==> config.mk <==
export PLATFORM = sky130hd
export DESIGN_NAME = elevator_scheduler_flat
export DESIGN_NICKNAME = d
export VERILOG_FILES = /design/src/rtl/elevator_pkg.sv /design/src/rtl/elevator_scheduler_if.sv /design/src/rtl/elev_timer.sv /design/src/rtl/elevator_scheduler.sv /design/src/flat_wrapper.sv
export SDC_FILE = /design/constraint.sdc
export NUM_CORES = 1
export LEC_CHECK = 0
export ABC_CLOCK_PERIOD_IN_PS = 4600
export CAP_MARGIN = 15
export CORE_UTILIZATION = 50
export CTS_CLUSTER_SIZE = 16
export DETAILED_ROUTE_END_ITERATION = 10
export HOLD_SLACK_MARGIN = 0.05
export PLACE_DENSITY = 0.7
export SLEW_MARGIN = 20
export SYNTH_ARGS = -nofsm -noshare
export SYNTH_HDL_FRONTEND = slang
export SYNTH_SLANG_ARGS = --single-unit
==> constraint.sdc <==
create_clock -name clk -period 4.6 [get_ports clk]
set_input_delay 0.92 -clock clk [delete_from_list [all_inputs] [get_ports clk]]
set_output_delay 0.92 -clock clk [all_outputs]
set_load 0.02 [all_outputs]
==> src/rtl/elevator_pkg.sv <==
// Shared types and helpers for the elevator car controller and its display driver.
// Floors are encoded 1..FLOORS inside an 8-bit one-hot call vector; bit 0 is never used.
package elevator_pkg;

   typedef enum logic [1:0] {
      ST_IDLE = 2'd0,
      ST_MOVE = 2'd1,
      ST_DOOR = 2'd2
   } state_t;

   localparam int FLOOR_W = 3;
   localparam int BTN_W   = 8;

   function automatic logic [BTN_W-1:0] floor_mask(input int floors);
      return ~(8'hFF << (floors + 1)) & 8'hFE;
   endfunction

   function automatic logic [BTN_W-1:0] above_mask(input logic [FLOOR_W-1:0] f);
      return 8'hFF << ({1'b0, f} + 4'd1);
   endfunction

   function automatic logic [BTN_W-1:0] below_mask(input logic [FLOOR_W-1:0] f);
      return ~(8'hFF << f) & 8'hFE;
   endfunction

endpackage

==> src/rtl/elevator_scheduler_if.sv <==
// Button/status bundle between the car controller (slave) and the board I/O side (master).
interface elevator_scheduler_if;
   import elevator_pkg::*;

   logic [BTN_W-1:0]   floor_btn;
   logic [FLOOR_W-1:0] elev_f_o;
   logic               dir_up;
   logic               moving;
   logic               door_open;
   logic [BTN_W-1:0]   pending_o;

   modport master (
      output floor_btn,
      input  elev_f_o, dir_up, moving, door_open, pending_o
   );

   modport slave (
      input  floor_btn,
      output elev_f_o, dir_up, moving, door_open, pending_o
   );
endinterface

==> src/rtl/elev_timer.sv <==
// Loadable down-counter shared by floor travel and door dwell; holds at zero once expired.
module elev_timer #(
   parameter int W = 8
) (
   input  logic         clk,
   input  logic         rst,
   input  logic         load,
   input  logic [W-1:0] value,
   output logic         zero
);
   logic [W-1:0] count_r;

   always_ff @(posedge clk or posedge rst) begin
      if (rst) begin
         count_r <= {W{1'b0}};
      end else if (load) begin
         count_r <= value;
      end else if (count_r != {W{1'b0}}) begin
         count_r <= count_r - W'(1);
      end else begin
         count_r <= count_r;
      end
   end

   assign zero = (count_r == {W{1'b0}});
endmodule

==> src/rtl/elevator_scheduler.sv <==
// Elevator car controller: latches calls, picks direction with a SCAN policy,
// times floor travel and door dwell, and drives the registered floor/status outputs.
module elevator_scheduler
   import elevator_pkg::*;
#(
   parameter int FLOORS      = 7,
   parameter int MOVE_CYCLES = 100_000_000,
   parameter int DOOR_CYCLES = 200_000_000
) (
   input logic                clk,
   input logic                rst,
   elevator_scheduler_if.slave bus
);
   localparam int MAX_CYC = (MOVE_CYCLES > DOOR_CYCLES) ? MOVE_CYCLES : DOOR_CYCLES;
   localparam int TW      = $clog2(MAX_CYC);
   localparam logic [TW-1:0]    MOVE_LOAD  = TW'(MOVE_CYCLES - 1);
   localparam logic [TW-1:0]    DOOR_LOAD  = TW'(DOOR_CYCLES - 1);
   localparam logic [BTN_W-1:0] VALID_MASK = floor_mask(FLOORS);

   state_t             state_r, state_nx_s;
   logic [FLOOR_W-1:0] floor_r, floor_nx_s, step_floor_s;
   logic               dir_r, dir_nx_s, moving_r, door_r;
   logic [BTN_W-1:0]   pending_r, pending_nx_s, btn_s, pend_set_s, cur_bit_s, step_bit_s;
   logic               ahead_s, behind_s, step_ahead_s, step_behind_s, cur_press_s;
   logic               tmr_load_s, tmr_zero_s;
   logic [TW-1:0]      tmr_value_s;

   elev_timer #(.W(TW)) u_timer (
      .clk   (clk),
      .rst   (rst),
      .load  (tmr_load_s),
      .value (tmr_value_s),
      .zero  (tmr_zero_s)
   );

   assign btn_s        = bus.floor_btn & VALID_MASK;
   assign cur_bit_s    = 8'd1 << floor_r;
   assign cur_press_s  = |(btn_s & cur_bit_s);
   assign step_floor_s = dir_r ? (floor_r + 3'd1) : (floor_r - 3'd1);
   assign step_bit_s   = 8'd1 << step_floor_s;

   // A press for the floor the car is parked at is served in place, never latched.
   always_comb begin
      pend_set_s = pending_r | btn_s;
      if (state_r != ST_MOVE) begin
         pend_set_s = pend_set_s & ~cur_bit_s;
      end else begin
         pend_set_s = pending_r | btn_s;
      end
   end

   assign ahead_s       = |(pend_set_s & (dir_r ? above_mask(floor_r) : below_mask(floor_r)));
   assign behind_s      = |(pend_set_s & (dir_r ? below_mask(floor_r) : above_mask(floor_r)));
   assign step_ahead_s  = |(pend_set_s & (dir_r ? above_mask(step_floor_s) : below_mask(step_floor_s)));
   assign step_behind_s = |(pend_set_s & (dir_r ? below_mask(step_floor_s) : above_mask(step_floor_s)));

   always_comb begin
      state_nx_s   = state_r;
      floor_nx_s   = floor_r;
      dir_nx_s     = dir_r;
      pending_nx_s = pend_set_s;
      tmr_load_s   = 1'b0;
      tmr_value_s  = MOVE_LOAD;
      case (state_r)
         ST_IDLE: begin
            if (cur_press_s) begin
               state_nx_s  = ST_DOOR;
               tmr_load_s  = 1'b1;
               tmr_value_s = DOOR_LOAD;
            end else if (ahead_s) begin
               state_nx_s = ST_MOVE;
               tmr_load_s = 1'b1;
            end else if (behind_s) begin
               state_nx_s = ST_MOVE;
               dir_nx_s   = ~dir_r;
               tmr_load_s = 1'b1;
            end else begin
               state_nx_s = ST_IDLE;
            end
         end
         ST_MOVE: begin
            // Arrival decisions look at the floor being stepped onto; its clear beats a same-edge press.
            if (tmr_zero_s) begin
               floor_nx_s = step_floor_s;
               if (|(pend_set_s & step_bit_s)) begin
                  pending_nx_s = pend_set_s & ~step_bit_s;
                  state_nx_s   = ST_DOOR;
                  tmr_load_s   = 1'b1;
                  tmr_value_s  = DOOR_LOAD;
               end else if (step_ahead_s) begin
                  tmr_load_s = 1'b1;
               end else if (step_behind_s) begin
                  dir_nx_s   = ~dir_r;
                  tmr_load_s = 1'b1;
               end else begin
                  state_nx_s = ST_IDLE;
               end
            end else begin
               state_nx_s = ST_MOVE;
            end
         end
         ST_DOOR: begin
            if (cur_press_s) begin
               tmr_load_s  = 1'b1;
               tmr_value_s = DOOR_LOAD;
            end else if (tmr_zero_s) begin
               if (ahead_s) begin
                  state_nx_s = ST_MOVE;
                  tmr_load_s = 1'b1;
               end else if (behind_s) begin
                  state_nx_s = ST_MOVE;
                  dir_nx_s   = ~dir_r;
                  tmr_load_s = 1'b1;
               end else begin
                  state_nx_s = ST_IDLE;
               end
            end else begin
               state_nx_s = ST_DOOR;
            end
         end
         default: begin
            state_nx_s = ST_IDLE;
         end
      endcase
   end

   always_ff @(posedge clk or posedge rst) begin
      if (rst) begin
         state_r   <= ST_IDLE;
         floor_r   <= 3'd1;
         dir_r     <= 1'b1;
         pending_r <= 8'h00;
         moving_r  <= 1'b0;
         door_r    <= 1'b0;
      end else begin
         state_r   <= state_nx_s;
         floor_r   <= floor_nx_s;
         dir_r     <= dir_nx_s;
         pending_r <= pending_nx_s;
         moving_r  <= (state_nx_s == ST_MOVE);
         door_r    <= (state_nx_s == ST_DOOR);
      end
   end

   assign bus.elev_f_o  = floor_r;
   assign bus.dir_up    = dir_r;
   assign bus.moving    = moving_r;
   assign bus.door_open = door_r;
   assign bus.pending_o = pending_r;
endmodule

==> src/flat_wrapper.sv <==
// flat-port wrapper written by rule: the top's interface ports become plain ports
module elevator_scheduler_flat import elevator_pkg::*;
#(
   parameter int FLOORS      = 7,
   parameter int MOVE_CYCLES = 100_000_000,
   parameter int DOOR_CYCLES = 200_000_000
)
  (clk, rst, bus_floor_btn, bus_elev_f_o, bus_dir_up, bus_moving, bus_door_open, bus_pending_o);
  elevator_scheduler_if bus_i ();
  input logic clk;
  input logic rst;
  input wire logic [$bits(bus_i.floor_btn)-1:0] bus_floor_btn;
  output wire logic [$bits(bus_i.elev_f_o)-1:0] bus_elev_f_o;
  output wire logic [$bits(bus_i.dir_up)-1:0] bus_dir_up;
  output wire logic [$bits(bus_i.moving)-1:0] bus_moving;
  output wire logic [$bits(bus_i.door_open)-1:0] bus_door_open;
  output wire logic [$bits(bus_i.pending_o)-1:0] bus_pending_o;
  assign bus_i.floor_btn = bus_floor_btn;
  assign bus_elev_f_o = bus_i.elev_f_o;
  assign bus_dir_up = bus_i.dir_up;
  assign bus_moving = bus_i.moving;
  assign bus_door_open = bus_i.door_open;
  assign bus_pending_o = bus_i.pending_o;
  elevator_scheduler #(.FLOORS(FLOORS), .MOVE_CYCLES(MOVE_CYCLES), .DOOR_CYCLES(DOOR_CYCLES)) u_core (.clk(clk), .rst(rst), .bus(bus_i));
endmodule
== After elaboration in Yosys (flattened, before gate mapping) ==
Index checks and enable logic that the tools add are counted.

* Flip-flop bits (word level): 44
* Input port bits: 10
* Logic and storage cells: 103

* $add $sub $neg: 5
* Equal/unequal tests: 12
* Shift-type cells: 6
* Multiplexer cells: 45
* Bitwise operators: 14
* Reduce and logical (&&, ||, !) cells: 14

{| class="wikitable"
|+ Operators with widths
! cell !! number
|-
| two-way mux 28 bit || 5
|-
| bitwise AND 8 bit || 8
|-
| two-way mux 8 bit || 8
|-
| case mux 28 bit (2 select lines) || 1
|-
| OR reduction 8 bit || 6
|-
| inverter 8 bit || 4
|-
| logical NOT 28 bit || 1
|-
| nonzero test 28 bit || 1
|-
| subtractor 28 x 1 -> 28 bit (second input constant) || 1
|-
| two-way mux 1 bit || 20
|-
| left shift 1 x 3 -> 8 bit (first input constant) || 2
|-
| left shift 8 x 3 -> 8 bit (first input constant) || 2
|-
| left shift 8 x 4 -> 8 bit (first input constant) || 2
|-
| two-way mux 2 bit || 7
|-
| adder 3 x 1 -> 4 bit (second input constant) || 2
|-
| inequality test 2 x 1 -> 1 bit (second input constant) || 4
|-
| inequality test 2 bit (second input constant) || 4
|-
| bitwise OR 8 bit || 1
|-
| AND reduction 8 bit || 1
|-
| case mux 1 bit (3 select lines) || 2
|-
| case mux 2 bit (3 select lines) || 1
|-
| equality test 2 x 1 -> 1 bit (second input constant) || 2
|-
| equality test 2 bit (second input constant) || 2
|-
| adder 3 x 1 -> 3 bit (second input constant) || 1
|-
| other kinds (8) || 8
|}

== Depth between registers and ports, before layout ==
Gate-level depths: netlist of the first run.

* Depth after elaboration: 13
* Gate-level depth with buffers: 13
* Depth with buffers taken out: 12

== Modules after synthesis ==
From an unflattened synthesis of the first run, not the netlist that was laid out.

* Cells, all modules: 367
* Area, all modules: 3,394.5 um^2

{| class="wikitable"
|+ Modules (own cells, without submodules)
! module !! instances !! cells an instance !! area each (um^2) !! seq. area each (um^2)
|-
| elev_timer || 1 || 179 || 1,724.2 || 700.7
|-
| elevator_scheduler || 1 || 188 || 1,670.4 || 402.9
|}

== Worst setup path before layout of the first run ==
OpenSTA, ideal clock, no wires.

* Path type: register -> register
* Start: register u_core.floor_r[0], in the netlist u_core.bus.elev_f_o[0]
* End: register u_core.u_timer.count_r[0]
* Setup time: 0.146 ns
* Arrival: 3.634 ns
* Required time: 4.454 ns
* Setup slack: 0.821 ns
* Cell stages (with the launch flop): 12
* Buffers on the path: 1
* Cells stage by stage: dfstp_2 inv_1 fa_1 xor3_2 ha_1 o21ai_0 o2111ai_1 o41ai_1 or4b_1 o21ai_2 buf_2 nand4_1

* Longest elaborated chain between the ends: 13
* Elaborated cells on any way between the ends: 44
* Those cells by class: add/sub (4); shift (6); mux (17); bitwise (10); reduce/logical (7)

{| class="wikitable"
|+ RTL lines
! item !! line !! RTL
|-
| from (decl) || elevator_scheduler.sv:21 || <nowiki>logic [FLOOR_W-1:0] floor_r, floor_nx_s, step_floor_s;</nowiki>
|-
| from (signal assigned) || elevator_scheduler.sv:137 || <nowiki>floor_r <= floor_nx_s;</nowiki>
|-
| subtractor 3 x 1 -> 3 bit or adder 3 x 1 -> 3 bit (tied branches) || elevator_scheduler.sv:39 || <nowiki>assign step_floor_s = dir_r ? (floor_r + 3'd1) : (floor_r - 3'd1);</nowiki>
|-
| two-way mux 3 bit * || elevator_scheduler.sv:39 ||
|-
| net u_core.step_floor_s[0] || elevator_scheduler.sv:21 ||
|-
| adder 3 x 1 -> 4 bit or left shift 8 x 3 -> 8 bit (tied branches) || elevator_pkg.sv:19, elevator_pkg.sv:23 ||
|-
| left shift 8 x 4 -> 8 bit or inverter 8 bit (tied branches) || elevator_pkg.sv:19, elevator_pkg.sv:23 ||
|-
| two-way mux 8 bit || elevator_scheduler.sv:55 || <nowiki>assign step_behind_s = |(pend_set_s & (dir_r ? below_mask(step_floor_s) : above_mask(step_floor_s)));</nowiki>
|-
| bitwise AND 8 bit || elevator_scheduler.sv:55 ||
|-
| OR reduction 8 bit || elevator_scheduler.sv:55 ||
|-
| two-way mux 1 bit || elevator_scheduler.sv:92 || <nowiki>end else if (step_behind_s) begin</nowiki>
|-
| two-way mux 1 bit || elevator_scheduler.sv:90 || <nowiki>end else if (step_ahead_s) begin</nowiki>
|-
| two-way mux 1 bit * || elevator_scheduler.sv:85 || <nowiki>if (|(pend_set_s & step_bit_s)) begin</nowiki>
|-
| two-way mux 1 bit * || elevator_scheduler.sv:83 || <nowiki>if (tmr_zero_s) begin</nowiki>
|-
| case mux 1 bit (3 select lines) * || elevator_scheduler.sv:64 || <nowiki>case (state_r)</nowiki>
|-
| two-way mux 28 bit or nonzero test 2 bit (tied branches) || n/a ||
|-
| to (signal assigned) || elev_timer.sv:15 || <nowiki>count_r <= {W{1'b0}};</nowiki>
|-
| to (signal assigned) || elev_timer.sv:17 || <nowiki>count_r <= value;</nowiki>
|-
| to (signal assigned) || elev_timer.sv:19 || <nowiki>count_r <= count_r - W'(1);</nowiki>
|-
| to (decl) || elev_timer.sv:11 || <nowiki>logic [W-1:0] count_r;</nowiki>
|}

The timed path passes the listed nets; every way through them passes the cells marked *.
A chain may end at the register's enable or synchronous reset.

== Worst setup path after layout of the first run ==
* Start: register u_core.floor_r[0], in the netlist u_core.bus.elev_f_o[0]
* End: register u_core.moving_r, in the netlist u_core.bus.moving

* Longest elaborated chain between the ends: 13
* Elaborated cells on any way between the ends: 43
* Those cells by class: add/sub (4); eq/ne (1); shift (6); mux (16); bitwise (10); reduce/logical (6)

{| class="wikitable"
|+ RTL lines
! item !! line !! RTL
|-
| subtractor 3 x 1 -> 3 bit or adder 3 x 1 -> 3 bit (tied branches) || elevator_scheduler.sv:39 ||
|-
| two-way mux 3 bit * || elevator_scheduler.sv:39 ||
|-
| net u_core.step_floor_s[0] || elevator_scheduler.sv:21 ||
|-
| adder 3 x 1 -> 4 bit or left shift 8 x 3 -> 8 bit (tied branches) || elevator_pkg.sv:19, elevator_pkg.sv:23 ||
|-
| left shift 8 x 4 -> 8 bit or inverter 8 bit (tied branches) || elevator_pkg.sv:19, elevator_pkg.sv:23 ||
|-
| two-way mux 8 bit || elevator_scheduler.sv:55 ||
|-
| bitwise AND 8 bit || elevator_scheduler.sv:55 ||
|-
| OR reduction 8 bit || elevator_scheduler.sv:55 ||
|-
| two-way mux 2 bit || elevator_scheduler.sv:92 ||
|-
| two-way mux 2 bit || elevator_scheduler.sv:90 ||
|-
| two-way mux 2 bit * || elevator_scheduler.sv:85 ||
|-
| two-way mux 2 bit * || elevator_scheduler.sv:83 ||
|-
| case mux 2 bit (3 select lines) * || elevator_scheduler.sv:64 ||
|-
| equality test 2 x 1 -> 1 bit * || elevator_scheduler.sv:140 || <nowiki>moving_r <= (state_nx_s == ST_MOVE);</nowiki>
|-
| to (signal assigned) || elevator_scheduler.sv:140 ||
|-
| to (decl) || elevator_scheduler.sv:22 || <nowiki>logic dir_r, dir_nx_s, moving_r, door_r;</nowiki>
|}

Marked as above.

==> results of run 1 <==
## worst max-delay path: cells and delay by family, from the launching register on
kind | cells | cell delay (ns)
compound gates | 4 | 0.74
fa+ha+maj | 2 | 1.01
xor+xnor | 1 | 0.40
simple gates | 2 | 0.95
flops | 1 | 0.69
buf+inv | 1 | 0.19
## report_power, final
part           total (W)  internal, W            switching [W]
logic          0.0000167   0.00000645                0.0000102
clock network   0.000266     0.000122                 0.000144
registers       0.000386     0.000386  0.000000000000000000198
total           0.000669     0.000515                 0.000155
## state kept, by name (all words and copies together), names as in the netlist
signal	flops
u_core.bus.dir_up	1
u_core.bus.door_open	1
u_core.bus.elev_f_o	3
u_core.bus.moving	1
u_core.bus.pending_o	8
u_core.state_r	2
u_core.u_timer.count_r	28
## cell usage in the layout (no fill, tap or decap), drive strengths merged, types with 8 or more instances in the layout
master / Yosys / layout
dfrtp: 42 / 42
nand2: 29 / 29
nor2: 24 / 24
clkdlybuf4s50: 0 / 22
a21oi: 21 / 21
nor3: 21 / 21
ha: 20 / 20
nand4: 18 / 18
o21ai: 17 / 17
inv: 15 / 15
xnor2: 14 / 14
a31oi: 11 / 11
xor2: 11 / 11
nor4: 9 / 9
or3: 8 / 8
o31ai: 8 / 8
or2: 8 / 8
## per-stage QoR
stage	cell area [sq um]	hold slack, ns
floorplan	3403	0.4942
global placement	3689	0.5142
detailed placement	3689	0.5266
CTS	3786	0.5385
global route	3786	0.5760
finish	3786	0.5502
## final timing paths
check | from | cells past startpoint | slack (ns) | endpoint
min reg2reg | u_core.state_r[0]$_DFF_PP0_ | 1 | 0.55 | u_core.state_r[1]$_DFF_PP0_
max reg2reg | u_core.bus.elev_f_o[0]$_DFFE_PP1P_ | 10 | 0.49 | u_core.bus.moving$_DFF_PP0_
min | u_core.state_r[0]$_DFF_PP0_ | 1 | 0.55 | u_core.state_r[1]$_DFF_PP0_
max | u_core.bus.elev_f_o[0]$_DFFE_PP1P_ | 10 | 0.49 | u_core.bus.moving$_DFF_PP0_
min in group asynchronous | rst | 2 | 1.13 | u_core.state_r[1]$_DFF_PP0_
max in group asynchronous | rst | 2 | 2.90 | u_core.u_timer.count_r[12]$_DFFE_PP0P_
## metal layers
layer | routed length, um | track usage, % | up-vias | share of wire (%)
met5 | 0 | 0 | - | 0
met4 | 144 | 8.012 | 0 | 1.6
met3 | 641 | 4.621 | 13 | 7.2
met2 | 3841 | 38.36 | 137 | 43
met1 | 4250 | 39.22 | 1512 | 48
li1 | - | - | 1490 | -
## cell type report
type	count	area (sq um)	area share [%]
Multi-Input combinational cell	307	2163	57.14
Sequential cell	44	1104	29.15
Timing Repair Buffer	28	265.3	7.006
Tap cell	77	96.34	2.545
Clock buffer	6	82.58	2.181
Inverter	16	60.06	1.586
Clock inverter	2	15.01	0.3966
## cell families after synthesis
| kind of cell | Yosys count | synth area share (%) |
|---|---|---|
| compound gates | 112 | 22.83 |
| xor+xnor | 26 | 7.610 |
| fa+ha+maj | 21 | 7.941 |
| buf+inv | 33 | 4.007 |
| flops | 44 | 32.43 |
| simple gates | 147 | 24.89 |
| mux | 1 | 0.2941 |
==> flow_summary.ini, run 1 <==
[synthesis]
avgSynthCellArea_sq_um = 8.863
synthesis.area_sq_um = 3403
ys.flop_type = dfrtp_1
netlist_top_cells_count = 42 x dfrtp_1, 29 x nand2_1, 24 x nor2_1
synth_top_cell_area_share_pct = 30.88
synth.most_common_cell = dfrtp_1
synth-warning-count = 0
ys_async_sr_fraction_pct = 100.0
synth_area_leader_cell = dfrtp_1
syn_inst = 384
synthDistinctLibCells = 71
synth_seq_cells = 44
mappedNetlistNets = 415
synthTopCellsByArea = dfrtp_1 31%, ha_1 7.4%, xnor2_1 3.3%, nand4_1 3.3%, nand2_1 3.2%
yosysSeqAreaShare_pct = 32.43
synth-edff-count = 0

[clock_tree]
ctsResizeCount = 0
cts_hold_buf = 0
cts_tree = yes
insertion_delay_ns = 0.31
ctsHtreeMaxLevel = 2
cts_buffers = 5
clk_pin_slew_worst_paths_ns = 0.09
cts.sinks = 44
clockRootBuffer = clkbuf_8
cts_setup_buffers = 0
clockBufferDepth = 2

[floorplanning]
rows = 29
die-area_sq_um = 7140
die_w_um = 84.50
initial_core_util_pct = 52.69
die_h_um = 84.50
ioPinCount = 24
core_sq_um = 6459

[status]
failed_checks = DRC
status = complete, but fails checks

[critical_path]
path_cells = inv_1 > fa_1 > xor3_2 > ha_1 > o21ai_0 > o2111ai_1 > o41ai_1 > or4b_1 > o211a_1 > or3_1
slowest_delay_ns = 0.69
cp_max_fo = 10
worst_ep_arrival_time_ns = 4.29
crit_slowest_cell = dfstp_2
startpoint_type = flop
critPathKind = reg -> reg
end_kind = flop
crit_required_ns = 4.78

[global_route]
grt_overflow = 0
grt_pass1_vias = 2870
grt_pass1_wl_um = 14750
grt.total_usage_pct = 26.13
grt_max_degree = 45
antenna_found_initial = 0

[placed_design]
dp.cells = 472
portBuffers = 22
place_congestion = 0.9903
dpl_worst_slack_ns = 0.5879
dp_hpwl_um = 6222

[sta]
tns_ns = 0
rsz0062_at_grt = no
period_share_pct = 89.36
post-route-min-period_ns = 4.110
setup_viol = 0
drv_slew = 0
slew_headroom_pct = 38.87
tightest_slew_ns = 0.9156
max_freq_mhz = 243.3
clock_skew_ns = 0.007781
hold_viol_final = 0
worst_slack_ns = 0.4896

[run]
drv_cap = 0

[layout]
fin_nets = 433
nFillCells = 582
drive_gt1_share_pct = 9.926
area_growth_pct = 11.25
diodes = 0
fin_util_pct = 58.62
instances_no_fill = 480

[pwr]
ir_worst_vdd_mv = 0.1262
leakage_nw = 1.466
power_w = 0.0006693
power.density_nw_per_um2 = 176.8

[min_path]
hold_class = reg -> reg

[drt]
wl_um = 8877
drt.antenna.violating_nets = 0
dr_total_vias = 3152
firstDrtPassIters = 8
via_per_inst = 6.567
drc = 1
drt-wirelength-per-cell_um = 18.49
first_iter_violations = 344
Power figures use the tool's default switching activity.
==> run 2: changes to the inputs <==
--- a/config.mk
+++ b/config.mk
@@ -5,7 +5,7 @@
 export SDC_FILE = /design/constraint.sdc
 export NUM_CORES = 1
 export LEC_CHECK = 0
-export ABC_CLOCK_PERIOD_IN_PS = 4600
+export ABC_CLOCK_PERIOD_IN_PS = 4850
 export CAP_MARGIN = 15
 export CORE_UTILIZATION = 50
 export CTS_CLUSTER_SIZE = 16
==> constraint.sdc (replaced) <==
create_clock -name clk -period 4.85 [get_ports clk]
set_input_delay 0.97 -clock clk [delete_from_list [all_inputs] [get_ports clk]]
set_output_delay 0.97 -clock clk [all_outputs]
set_load 0.02 [all_outputs]
==> run 2 against run 1 <==
Net effect: the flow still finishes with violations (DRC); sequential share of layout area unchanged; wire length increased by 0.68%; critical path depth unchanged; combinational power decreased by 3%; critical path type unchanged; largest power group unchanged.
==> flow_summary.ini, run 2 (synthesized netlist as in run 1, its figures left out) <==
[critical_path]
cp_max_fo = 10
slowest_delay_ns = 0.69
end_kind = flop
crit_required_ns = 5.03
crit_slowest_cell = dfstp_2
path_cells = inv_1 > fa_1 > xor3_2 > ha_1 > o21ai_0 > o2111ai_1 > o41ai_1 > or4b_1 > o211a_1 > or3_1
critPathKind = reg -> reg
worst_ep_arrival_time_ns = 4.34
startpoint_type = flop

[placed_design]
dp_hpwl_um = 6263
portBuffers = 22
place_congestion = 0.9426

[drt]
wl_met1_um = 4413
wl_um = 8937
top_layer = met4
first_iter_violations = 249
route.met3.wl_um = 545
dr_total_vias = 3159
drt-wirelength-per-cell_um = 18.62
drt.antenna.violating_nets = 0
drc = 1
via_per_inst = 6.581
wl_met2_um = 3881
firstDrtPassIters = 8

[pwr]
power.density_nw_per_um2 = 168.6
ir_worst_vdd_mv = 0.1123
leakage_nw = 1.467
power_w = 0.0006382

[layout]
largest_reg_flops = 28
final_cell_mix = 42 x dfrtp_1, 29 x nand2_1, 24 x nor2_1, 22 x clkdlybuf4s50_1, 21 x a21oi_1
drive_gt1_share_pct = 9.926
area_growth_pct = 11.25
top_register = u_core.u_timer.count_r
final_common_cell = dfrtp_1
fin_nets = 433
diodes = 0
fin_util_pct = 58.62

[sta]
tightest_slew_ns = 1.001
slew_headroom_pct = 33.26
rsz0062_at_grt = no
tns_ns = 0
max_freq_mhz = 240.2
post-route-min-period_ns = 4.163
hold_viol_final = 0
whs_ns = 0.5392
drv_slew = 0
clock_skew_ns = 0.005633
period_share_pct = 85.84
setup_viol = 0

[global_route]
grt_overflow = 0
antenna_found_initial = 0
grt_pass1_vias = 2945
grt_max_degree = 45
grt_pass1_wl_um = 15080
grt.total_usage_pct = 26.61

[status]
failed_checks = DRC
status = complete, but fails checks

[clock_tree]
clk_pin_slew_worst_paths_ns = 0.09
cts_setup_buffers = 0
cts_buffers = 5
ctsHtreeMaxLevel = 2
ctsResizeCount = 0
cts_tree = yes
clockRootBuffer = clkbuf_8
insertion_delay_ns = 0.30
cts.sinks = 44
cts_hold_buf = 0
clockBufferDepth = 2

[floorplanning]
rows = 29
ioPinCount = 24
die_h_um = 84.50
die-area_sq_um = 7140
core_sq_um = 6459
die_w_um = 84.50
initial_core_util_pct = 52.69

[run]
drv_cap = 0

[min_path]
hold_class = reg -> reg
==> run 2: cell counts in the layout (fill, tap and decap cells not counted) <==
No cell type changed its count.
==> run 2: power by group <==
group,leakage [nW],internal [W],switching (W),total (W)
clock,0.0434,0.000116,0.000140,0.000255
sequential,0.473,0.000367,0.000000000000000000187,0.000367
combinational,0.950,0.00000612,0.0000100,0.0000162
==> run 2: metal layers <==
metal  GRT usage (%)  up-vias
met1           40.41     1533
met4           6.163        0
met5               0        -
met2           38.88      124
li1                -     1490
met3           5.506       12
==> run 2: path summary, 6_finish.rpt <==
kind                                                    start                                      to  slack, ns  cells after the start
hold / removal                    u_core.state_r[0]$_DFF_PP0_             u_core.state_r[1]$_DFF_PP0_       0.54                      1
setup reg to reg           u_core.bus.elev_f_o[0]$_DFFE_PP1P_             u_core.bus.moving$_DFF_PP0_       0.69                     10
min in group asynchronous                                 rst       u_core.bus.pending_o[2]$_DFF_PP0_       1.21                      2
max in group asynchronous                                 rst  u_core.u_timer.count_r[18]$_DFFE_PP0P_       3.06                      2
hold reg to reg                   u_core.state_r[0]$_DFF_PP0_             u_core.state_r[1]$_DFF_PP0_       0.54                      1
setup / recovery           u_core.bus.elev_f_o[0]$_DFFE_PP1P_             u_core.bus.moving$_DFF_PP0_       0.69                     10
==> run 2: cell type report <==
cell class,count,area (sq um)
Clock buffer,6,82.58
Sequential cell,44,1104
Tap cell,77,96.34
Inverter,16,60.06
Fill cell,587,2673
Clock inverter,2,15.01
Timing Repair Buffer,28,265.3
Multi-Input combinational cell,307,2163
==> run 2: metrics by stage <==
stage | cells | setup WS [ns] | cell area [sq um]
floorplan | 384 | 1.071 | 3403
global placement | 472 | 0.8319 | 3689
detailed placement | 472 | 0.7933 | 3689
CTS | 480 | 0.7730 | 3786
global route | 480 | 0.5249 | 3786
finish | 480 | 0.6869 | 3786
==> run 2: critical path: cells and delay by family, from the launching register on <==
kind | cells | cell delay [ns]
AND/OR/NAND/NOR | 2 | 0.97
adder cells (fa/ha/maj) | 2 | 1.00
XOR/XNOR | 1 | 0.39
AO/OA/AOI/OAI | 4 | 0.76
buffers and inverters | 1 | 0.19
flip-flops | 1 | 0.69
